$ cat config.mk
export PLATFORM = sky130hd
export DESIGN_NAME = memory_stage
export DESIGN_NICKNAME = d
export VERILOG_FILES = /design/src/rtl/memory_stage.sv
export SDC_FILE = /design/constraint.sdc
export NUM_CORES = 1
export LEC_CHECK = 0
export BUFFER_PORTS_ARGS = -buffer_cell sky130_fd_sc_hd__buf_2
export CAP_MARGIN = 20
export CORE_AREA = 2 2 119 121
export CTS_BUF_LIST = sky130_fd_sc_hd__clkbuf_16
export CTS_CLUSTER_DIAMETER = 150
export DETAILED_ROUTE_END_ITERATION = 10
export DIE_AREA = 0 0 121 123
export HOLD_SLACK_MARGIN = 0.05
export PLACE_DENSITY = 0.6
export SETUP_SLACK_MARGIN = 0.3
export SLEW_MARGIN = 10
export SYNTH_ARGS = -nofsm -noshare
export SYNTH_HDL_FRONTEND = slang
export SYNTH_SLANG_ARGS = --single-unit
$ cat constraint.sdc
create_clock -name CLK -period 2.01 [get_ports CLK]
set_input_delay 0.201 -clock CLK [delete_from_list [all_inputs] [get_ports CLK]]
set_output_delay 0.201 -clock CLK [all_outputs]
set_load 0.005 [all_outputs]
$ cat src/rtl/memory_stage.sv
// rtl/memory_stage.sv - MEM stage: held dcache request, load hold, branch/jump redirect, sticky halt.
// Optional MEM_WATCHDOG_EN adds a WAIT-cycle watchdog driving mem_err.
module memory_stage #(
  parameter int unsigned WATCHDOG_LIMIT = 255
) (
  input  logic        CLK,
  input  logic        nRST,
  input  logic        in_dREN,
  input  logic        in_dWEN,
  input  logic [31:0] in_addr,
  input  logic [31:0] in_store,
  input  logic        in_Branch,
  input  logic        in_bne,
  input  logic        in_zero,
  input  logic [31:0] in_baddr,
  input  logic        in_Jump,
  input  logic [31:0] in_jaddr,
  input  logic        in_halt,
  input  logic        advance,
  input  logic        dhit,
  input  logic [31:0] dmemload,
  output logic        dmemREN,
  output logic        dmemWEN,
  output logic [31:0] dmemaddr,
  output logic [31:0] dmemstore,
  output logic        mem_stall,
  output logic [31:0] load_data,
  output logic        pc_redirect,
  output logic [31:0] redirect_addr,
  output logic        halted,
  output logic        mem_err
);

  typedef enum logic [1:0] {IDLE, WAIT, DONE} state_t;

  state_t      state, next_state;
  logic        op, is_wr, is_rd, req, hit_rd, stall, taken;
  logic [31:0] load_q;
  logic        halted_q, err_q;

  // A store wins when both controls are set.
  assign op     = in_dWEN | in_dREN;
  assign is_wr  = in_dWEN;
  assign is_rd  = in_dREN & ~in_dWEN;
  assign req    = ~halted_q & (((state == IDLE) & op) | (state == WAIT));
  assign hit_rd = req & is_rd & dhit;
  assign stall  = req & ~dhit;
  assign taken  = (in_Branch & in_zero) | (in_bne & ~in_zero) | in_Jump;

  always_ff @(posedge CLK or negedge nRST) begin
    if (!nRST) begin
      state    <= IDLE;
      load_q   <= 32'd0;
      halted_q <= 1'b0;
    end else begin
      state <= next_state;
      if (hit_rd)
        load_q <= dmemload;
      if (in_halt & advance)
        halted_q <= 1'b1;
    end
  end

  always_comb begin
    next_state = state;
    case (state)
      IDLE: if (req) next_state = dhit ? (advance ? IDLE : DONE) : WAIT;
      WAIT: if (dhit) next_state = advance ? IDLE : DONE;
      DONE: if (advance) next_state = IDLE;
      default: next_state = IDLE;
    endcase
  end

`ifdef MEM_WATCHDOG_EN
  logic [7:0] wd_cnt, wd_next;

  assign wd_next = (wd_cnt == 8'hFF) ? wd_cnt : wd_cnt + 8'd1;

  always_ff @(posedge CLK or negedge nRST) begin
    if (!nRST) begin
      wd_cnt <= 8'd0;
      err_q  <= 1'b0;
    end else if (state == WAIT) begin
      wd_cnt <= wd_next;
      if ({24'd0, wd_next} >= WATCHDOG_LIMIT)
        err_q <= 1'b1;
    end else begin
      wd_cnt <= 8'd0;
    end
  end
`else
  assign err_q = 1'b0;
`endif

  // Every output is forced low while reset is held, including the request.
  assign dmemREN       = nRST & req & is_rd;
  assign dmemWEN       = nRST & req & is_wr;
  assign dmemaddr      = nRST ? in_addr : 32'd0;
  assign dmemstore     = nRST ? in_store : 32'd0;
  assign mem_stall     = nRST & stall;
  assign load_data     = !nRST ? 32'd0 : (hit_rd ? dmemload : load_q);
  assign pc_redirect   = nRST & taken & advance & ~stall;
  assign redirect_addr = !nRST ? 32'd0 : (in_Jump ? in_jaddr : in_baddr);
  assign halted        = halted_q;
  assign mem_err       = err_q;

endmodule

==> flow_summary.json <==
{
  "top_layer": "met5",
  "synth_top_area_share_pct": 27.84,
  "cts.clk_slew.worst_paths_ns": 0.05,
  "synth_xor_area_share_pct": 0,
  "dp_slack_ns": 0.3433,
  "antenna_found_initial": 2,
  "critPathMaxStageDelay_ns": 0.41,
  "finalCritPeriodShare_pct": 89.78,
  "cp-end-kind": "output pin",
  "final_hold_viol_count": 0,
  "final_common_cell": "buf_2",
  "final_cell_mix": "buf_2 (302), and2_1 (65), mux2i_1 (64), nand2_1 (64), dfrtp_1 (35)",
  "wl_met3_um": 890,
  "leakage_nw": 2.917,
  "synth_area_leaders": "dfrtp_1 (28%), mux2i_1 (20%), mux2_4 (14%)",
  "synth_cell_types": 25,
  "first_pass_iters": 4,
  "grt_pass1_wl_um": 15860,
  "hp-class": "in2async",
  "post-dp-hpwl_um": 8648,
  "finalWirelength_um": 11250,
  "worst-r2r-setup-slack_ns": 0.37,
  "postRouteAntennaNets": 0,
  "netlist_area_um2": 3146,
  "cts_tree": "yes",
  "die_area_um2": 14880,
  "grt_pass1_vias": 3049,
  "syn_area_per_cell_um2": 9.224,
  "status": "complete, no violations",
  "ys_seq_area_share_pct": 27.84,
  "synthAdderAreaFrac_pct": 0,
  "viasPerCell": 4.055,
  "fin_setup_tns_ns": 0,
  "drc_errors": 0,
  "startpoint_type": "flop",
  "die_w_um": 121,
  "antenna_cells": 0,
  "core_area_um2": 13610,
  "boundaryPins": 305,
  "crit_path_max_fanout": 6,
  "synth-simple-area-share_pct": 29.36,
  "rr_endpoint": "load_q[0]$_DFF_PN0_",
  "drive_gt1_share_pct": 56.36,
  "cp_cell_sequence": "nor2_4 > and3_4 > buf_12 > buf_16 > mux2i_1 > buf_2",
  "cts_max_path_buffers": 2,
  "place.gp.congestion": 0.7355,
  "fp-row-count": 43,
  "overflow": 0,
  "irDropWorstVdd_mv": 0.3510,
  "fmax_ghz": 0.5541,
  "synth.largest_area_cell": "dfrtp_1",
  "r2r-start": "state[1]$_DFFE_PN0P_",
  "synth-seq-cells": 35,
  "synth_top_family_by_area": "multiplexers",
  "clkSinkCount": 35,
  "power.density_nw_per_um2": 439.3,
  "start_util_pct": 23.11,
  "vias": 3313,
  "fin_skew_ns": 0.001559,
  "crit_path_start": "state[1]$_DFFE_PN0P_",
  "clockRootBuffer": "clkbuf_16",
  "path_class": "reg2out",
  "grt.total_usage_pct": 13.41,
  "finalCriticalPeriod_ns": 1.805,
  "yosys_warnings": 0,
  "cts_max_level": 2,
  "cap_viol_max_count": 0,
  "met1_length_um": 4702,
  "ff2ff_path_depth": 6,
  "setup_violations": 0,
  "syn_inst": 341,
  "synth_fp_nets": 512,
  "clock_latency_ns": 0.28,
  "grt_max_degree": 99,
  "endpoint": "load_data[19]",
  "syn_to_final_growth_pct": 62.17,
  "muxShareOfSynthArea_pct": 35.40,
  "finalMaxSlewViolations": 0,
  "finalNetCount": 807,
  "synth-compound-area-share_pct": 1.631,
  "die_y_um": 123,
  "rsz0062_at_grt": "true",
  "layout_setup_ws_ns": 0.2053,
  "numCtsBuffers": 5,
  "route.met2.wl_um": 5577,
  "drt-initial-drc-count": 88,
  "port_buffers": 303,
  "critPathRequiredTime_ns": 1.81,
  "cp.arrival_ns": 1.60,
  "slowest_stage": "dfrtp_1",
  "wire_per_inst_um": 13.77
}
==> where the power goes <==
group | switching (mW) | total, mW | internal, mW
logic | 0.295 | 0.709 | 0.414
clock network | 0.277 | 0.723 | 0.446
registers | 0.0368 | 0.809 | 0.773
total | 0.609 | 2.24 | 1.63
==> flip-flops by register name, summed over array words and instances, names as in the netlist <==
signal and flops:
halted 1, load_q 32, state 2
==> area by class of cell <==
type | instances | area (µm²)
fill | 1406 | 8511
multi-input combinational | 276 | 2116
timing repair buffer | 318 | 1748
sequential | 35 | 875.8
tap | 180 | 225.2
clock buffer | 5 | 125.1
clock inverter | 3 | 11.26
==> cell families after synthesis <==
| family | after synthesis |
|---|---|
| buffers and inverters | 30 |
| flip-flops | 35 |
| AO/OA/AOI/OAI | 6 |
| multiplexers | 96 |
| AND/OR/NAND/NOR | 173 |
| other | 1 |
==> Yosys cell counts <==
cell and instances:
a2111oi_0 1, a211o_1 1, a21o_1 1, and2_1 65, and3_1 2, and4b_1 1, buf_2 4, buf_4 4
buf_6 6, clkbuf_1 16, conb_1 1, dfrtp_1 35, mux2_2 2, mux2_4 30, mux2i_1 64, nand2_1 64
nand3_2 1, nor2_1 4, nor2_2 1, nor2b_1 33, nor2b_2 1, nor3b_1 1, o2111a_1 1, o21a_1 1
o31ai_1 1
==> through the flow <==
stage | cells | area (µm²) | utilization [%] | power [mW] | hold slack [ns]
after global placement | 800 | 4808 | 35.32 | 1.526 | 0.08013
after detailed placement | 800 | 4808 | 35.32 | 1.531 | 0.08369
final | 817 | 5101 | 37.48 | 2.241 | 0.05076
after floorplan | 341 | 3146 | - | 1.150 | -0.09459
after global routing | 817 | 5101 | 37.48 | 2.382 | 0.07750
after CTS | 815 | 5065 | 37.21 | 2.283 | 0.05472
==> metal layers <==
metal | vias to the layer above | GRT usage (%)
met4 | 4 | 1.962
li1 | 1700 | -
met2 | 127 | 23.88
met5 | - | 0
met1 | 1473 | 16.77
met3 | 9 | 3.275
==> critical path: cells and delay by family, from the launching register on <==
family	cells	cell delay [ns]
flops	1	0.41
buf+inv	3	0.38
simple gates	2	0.36
mux	1	0.17
==> worst min path at each step <==
stage | endpoint | slack, ns | depth (start not counted)
floorplan | halted$_DFFE_PN0P_ | -0.09 | 0
global placement | load_q[0]$_DFF_PN0_ | 0.08 | 1
detailed placement | load_q[0]$_DFF_PN0_ | 0.08 | 1
CTS | load_q[4]$_DFF_PN0_ | 0.05 | 2
global route | state[1]$_DFFE_PN0P_ | 0.08 | 2
finish | state[1]$_DFFE_PN0P_ | 0.05 | 2
==> repair_timing <==
| action | CTS | global route |
|---|---|---|
| resized for setup | 5 | 4 |
| buffers inserted | 4 | 2 |
| cloned | 2 | 0 |
| endpoints found under the setup margin | 32 | 35 |
| pin swaps | 1 | 2 |
| hold endpoints to repair | 6 | 0 |
| hold buffers | 1 | 0 |
Note: power is estimated with default switching activity, not from simulation.
